[src/rtl/bm_crc_iter_unit.sv]
// bm_crc_iter_unit: iterative reflected CRC-32 / CRC-32C unit for the
// bitmanip crc32{,c}.{b,h,w,d} group. Consumes BPC bits per cycle and uses
// valid/ready handshakes on the request and result sides.
// Optional build macro BM_CRC_PERF_EN adds a completed-op counter (ops_count_o).
module bm_crc_iter_unit #(
  parameter int unsigned XLEN        = 64,
  parameter int unsigned BPC         = 8,
  parameter logic [31:0] POLY_CRC32  = 32'hEDB88320,
  parameter logic [31:0] POLY_CRC32C = 32'h82F63B78
) (
  input  logic            clk_i,
  input  logic            rst_i,
  input  logic            flush_i,
  input  logic            in_valid_i,
  output logic            in_ready_o,
  input  logic [2:0]      func_i,
  input  logic [XLEN-1:0] operand_i,
  output logic            out_valid_o,
  input  logic            out_ready_i,
  output logic [XLEN-1:0] result_o,
  output logic            busy_o
`ifdef BM_CRC_PERF_EN
  ,
  output logic [31:0]     ops_count_o
`endif
);

  typedef enum logic [1:0] {IDLE, RUN, DONE} state_t;

  state_t          r_state, w_state_next;
  logic [XLEN-1:0] r_x;
  logic [XLEN-1:0] r_result;
  logic            r_csel;
  logic [6:0]      r_cnt;
  logic [1:0]      w_size;
  logic [6:0]      w_cnt_init;
  logic [XLEN-1:0] w_poly_ext;
  logic [XLEN-1:0] w_x_step;
  logic            w_accept;
  logic            w_last;

  // A doubleword request on a 32-bit datapath runs as a word.
  assign w_size      = (XLEN == 32 && func_i[1:0] == 2'b11) ? 2'b10 : func_i[1:0];
  assign w_cnt_init  = (7'd8 << w_size) / 7'(BPC);
  assign in_ready_o  = (r_state == IDLE) && !rst_i && !flush_i;
  assign w_accept    = in_valid_i && in_ready_o;
  assign w_last      = (r_state == RUN) && (r_cnt == 7'd1);
  assign w_poly_ext  = XLEN'(r_csel ? POLY_CRC32C : POLY_CRC32);
  assign out_valid_o = (r_state == DONE);
  assign busy_o      = (r_state != IDLE);
  assign result_o    = r_result;

  // BPC unrolled reflected CRC shift steps on the working register
  always_comb begin
    logic [XLEN-1:0] v_x;
    v_x = r_x;
    for (int unsigned i = 0; i < BPC; i++) begin
      v_x = (v_x >> 1) ^ (w_poly_ext & {XLEN{v_x[0]}});
    end
    w_x_step = v_x;
  end

  // Next-state logic; flush overrides every transition
  always_comb begin
    w_state_next = r_state;
    if (flush_i) begin
      w_state_next = IDLE;
    end else begin
      case (r_state)
        IDLE:    if (w_accept)    w_state_next = RUN;
        RUN:     if (w_last)      w_state_next = DONE;
        DONE:    if (out_ready_i) w_state_next = IDLE;
        default: w_state_next = IDLE;
      endcase
    end
  end

  // State register
  always_ff @(posedge clk_i) begin
    if (rst_i) r_state <= IDLE;
    else       r_state <= w_state_next;
  end

  // Datapath: load on accept, shift while running, capture on the last step
  always_ff @(posedge clk_i) begin
    if (rst_i) begin
      r_x      <= '0;
      r_csel   <= 1'b0;
      r_cnt    <= '0;
      r_result <= '0;
    end else if (w_accept) begin
      r_x    <= operand_i;
      r_csel <= func_i[2];
      r_cnt  <= w_cnt_init;
    end else if (r_state == RUN && !flush_i) begin
      r_x   <= w_x_step;
      r_cnt <= r_cnt - 7'd1;
      if (w_last) r_result <= w_x_step;
    end
  end

`ifdef BM_CRC_PERF_EN
  logic [31:0] r_ops;
  assign ops_count_o = r_ops;

  // Count consumed results; flushed ones are dropped uncounted
  always_ff @(posedge clk_i) begin
    if (rst_i)                                      r_ops <= '0;
    else if (out_valid_o && out_ready_i && !flush_i) r_ops <= r_ops + 32'd1;
  end
`endif

endmodule

[config.mk]
export PLATFORM = sky130hd
export DESIGN_NAME = bm_crc_iter_unit
export DESIGN_NICKNAME = d
export VERILOG_FILES = /design/src/rtl/bm_crc_iter_unit.sv
export SDC_FILE = /design/constraint.sdc
export NUM_CORES = 1
export LEC_CHECK = 0
export ABC_AREA = 1
export BUFFER_PORTS_ARGS = -buffer_cell sky130_fd_sc_hd__buf_2
export CORE_MARGIN = 4
export CORE_UTILIZATION = 57
export DETAILED_ROUTE_END_ITERATION = 12
export PLACE_DENSITY = 0.81
export SYNTH_ARGS = -nofsm -noshare
export SYNTH_HDL_FRONTEND = slang
export SYNTH_SLANG_ARGS = --single-unit
[constraint.sdc]
create_clock -name clk_i -period 2.5 [get_ports clk_i]
set_clock_uncertainty 0.15 [all_clocks]
set_input_delay 0.25 -clock clk_i [delete_from_list [all_inputs] [get_ports clk_i]]
set_output_delay 0.25 -clock clk_i [all_outputs]
set_load 0.02 [all_outputs]
==> results.cfg <==
[critical_path]
cp_data_arrival_time_ps = 2540
r2r_end = result_o[2]
crit_start = r_x[1]
critical-path-max-stage-delay_ps = 440
r2r_slack_ps = 140
crit_end = result_o[2]
crit_top_cell = nand2_1
crit_path_max_fanout = 8
cp_cell_sequence = buf_4, nand3_1, nand2_1, nand2_4, nand2_2, inv_2, o21ai_0, nand2_1, nand2_1, nand2_1, o211ai_1, inv_1
crit_family = simple AND/OR/NAND/NOR gates
path_depth = 12
critPathBufInv = 3
cp_slowest_cell = dfxtp_1
crit_type = flip-flop to flip-flop
end_kind = flip-flop
crit_required_ps = 2680
r2r-start = r_x[1]
startpoint_type = flip-flop
r2r_cells = 12

[synthesis]
synthFlopType = dfxtp_1
yosysMostFrequentCell = nand2_1
netlist.area_leader.share_pct = 34.0
synth_edf_count = 0
yosys.area.top_type = dfxtp_1
ys_async_sr_fraction_pct = 0
syn_area_per_cell_um2 = 6.61
netlist_instances = 1159
yosys_warnings = 0
yosysSeqAreaShare_pct = 34.0
synthesis.area_um2 = 7660
synth_commonest_cells = nand2_1 (408), dfxtp_1 (130), inv_1 (123)
synth.top_cells.by_area = dfxtp_1 (34%), nand2_1 (20%), xor2_1 (6.4%)
synth-seq-cells = 130
synth.distinct_cells = 41

[timing]
finalCritPeriodShare_pct = 94.5
setup_viol = 0
fmax_ghz = 0.423
layout_setup_ws_ps = 137
rsz0062_at_grt = false
hold_viol = 0
min_period_ps = 2360
tightest_slew_ps = 684
slew_headroom_pct = 54.4
setup_tns_ps = 0
whs_ps = 14.0
drv_slew = 0

[flow_run]
cap_violations = 0

[clock_tree]
cts-buffers-inserted = 17
cts_buffer_depth = 2
clkSlewWorstSetupHoldPaths_ps = 60
cts_tree = built
post_cts_buffers = 0
clockRootBuffer = clkbuf_16
clk_latency_ps = 440
cts_sinks = 130
cts_max_level = 4

[power_and_ir_drop]
power.density_nw_per_um2 = 602
p_leak_nw = 4.71
vdd_ir_drop_max_v = 0.000513
p_total_w = 0.00568

[worst_hold_path]
hp-class = input port to flip-flop

[final_layout]
final_area_um2 = 9440
layout-drive-gt1-share_pct = 17.8
nets = 1394
antenna_cells = 0
area.growth.synth_to_final_pct = 23.2

[die]
die_w_um = 124
initial_core_util_pct = 58.1
pin_count = 139
die_h_um = 124
dieArea_um2 = 15400
coreArea_um2 = 13200
std_cell_rows = 42

[route]
drt_iter0_drc = 786
via_per_inst = 5.35
vias = 8072
drc = 0
ant_nets = 0
dr.pass1.iters = 8
routed_wl_um = 25100
wire_per_inst_um = 16.6

[global_route]
antenna_found_initial = 0
grt_max_degree = 67
overflow = 0
grt_pass1_vias = 7654
track_usage_pct = 33.6
grt_pass1_wl_um = 39100

[outcome]
outcome = finished clean

[placement]
portBuffers = 130
placed_area_um2 = 8490
gp_congestion = 1.05
dpl.hpwl_um = 17500
dp_slack_ps = 138
## kinds of logic after synthesis
kind of cell	synth area share, %
flip-flops	34.0
buffers and inverters	10.9
XOR/XNOR	8.57
AO/OA/AOI/OAI	13.7
adder cells (fa/ha/maj)	0.327
AND/OR/NAND/NOR	32.5
other	0.0489
## registers in the layout (all words and copies together), names as in the netlist
name      flops
r_x          64
result_o     56
r_cnt         7
r_state       2
r_csel        1
## how the worst min path moves through the flow
stage | from | endpoint | slack, ps | depth (start not counted)
floorplan | operand_i[56] | r_x[56] | 250 | 2
global placement | result_o[41] | result_o[41] | 300 | 2
detailed placement | result_o[42] | result_o[42] | 300 | 2
CTS | operand_i[15] | r_x[15] | 9 | 4
global route | operand_i[15] | r_x[15] | 30 | 4
finish | rst_i | r_state[1] | 10 | 4
## timing repair
action                                  4_1_cts  5_1_grt
hold buffers                                 38        0
resized for setup                             0        1
hold endpoints to repair                     38        0
endpoints found under the setup margin        0        2
## cells in the final DEF (no fill, tap or decap), types with 4 or more instances in the layout
cell type and instances:
buf_2 129, buf_4 28, nand3_4 4, a22o_1 9, dlygate4sd3_1 38, xor2_1 56
o21ai_0 51, a21o_1 7, xnor2_1 19, nand3_1 66, clkbuf_16 17, a21oi_1 79
nand2_2 13, nand2_1 408, dfxtp_1 129, inv_2 8, nor2_4 5, clkinv_4 4
nand2_4 5, inv_1 122, conb_1 8, a31oi_1 26, nor2_1 51
## metal layers
layer	share of wire (%)	vias to the layer above	track usage [%]
met2	49	333	57.6
met4	3.9	0	15.4
li1	-	3957	-
met3	6.8	75	7.18
met5	0	-	0
met1	40	3707	40.2
## worst register-to-register path, cell delays in order (launching register included)
cell	delay [ps]
dfxtp_1	440
buf_4	260
nand3_1	150
nand2_1	190
nand2_4	80
nand2_2	210
inv_2	130
o21ai_0	270
nand2_1	120
nand2_1	70
nand2_1	50
o211ai_1	80
inv_1	60
## layout make-up
| type | instances | area [um^2] |
|---|---|---|
| Clock inverter | 13 | 128 |
| Inverter | 132 | 500 |
| Fill cell | 1091 | 3750 |
| Clock buffer | 19 | 443 |
| Tap cell | 176 | 220 |
| Sequential cell | 130 | 2600 |
| Multi-Input combinational cell | 842 | 4270 |
| Timing Repair Buffer | 197 | 1280 |
## where the power goes
group	leakage, nW	switching [W]	internal [W]	total [W]
Clock	0.276	0.00103	0.00141	0.00244
Sequential	1.05	0.0000526	0.00213	0.00218
Combinational	3.39	0.000675	0.000385	0.00106
## stage by stage
stage	instances	util, %
finish	1509	71.6
detailed placement	1439	64.3
global placement	1439	64.3
global route	1509	71.6
CTS	1509	71.5
floorplan	1166	-
No activity file was read; power rests on OpenSTA's default activity.
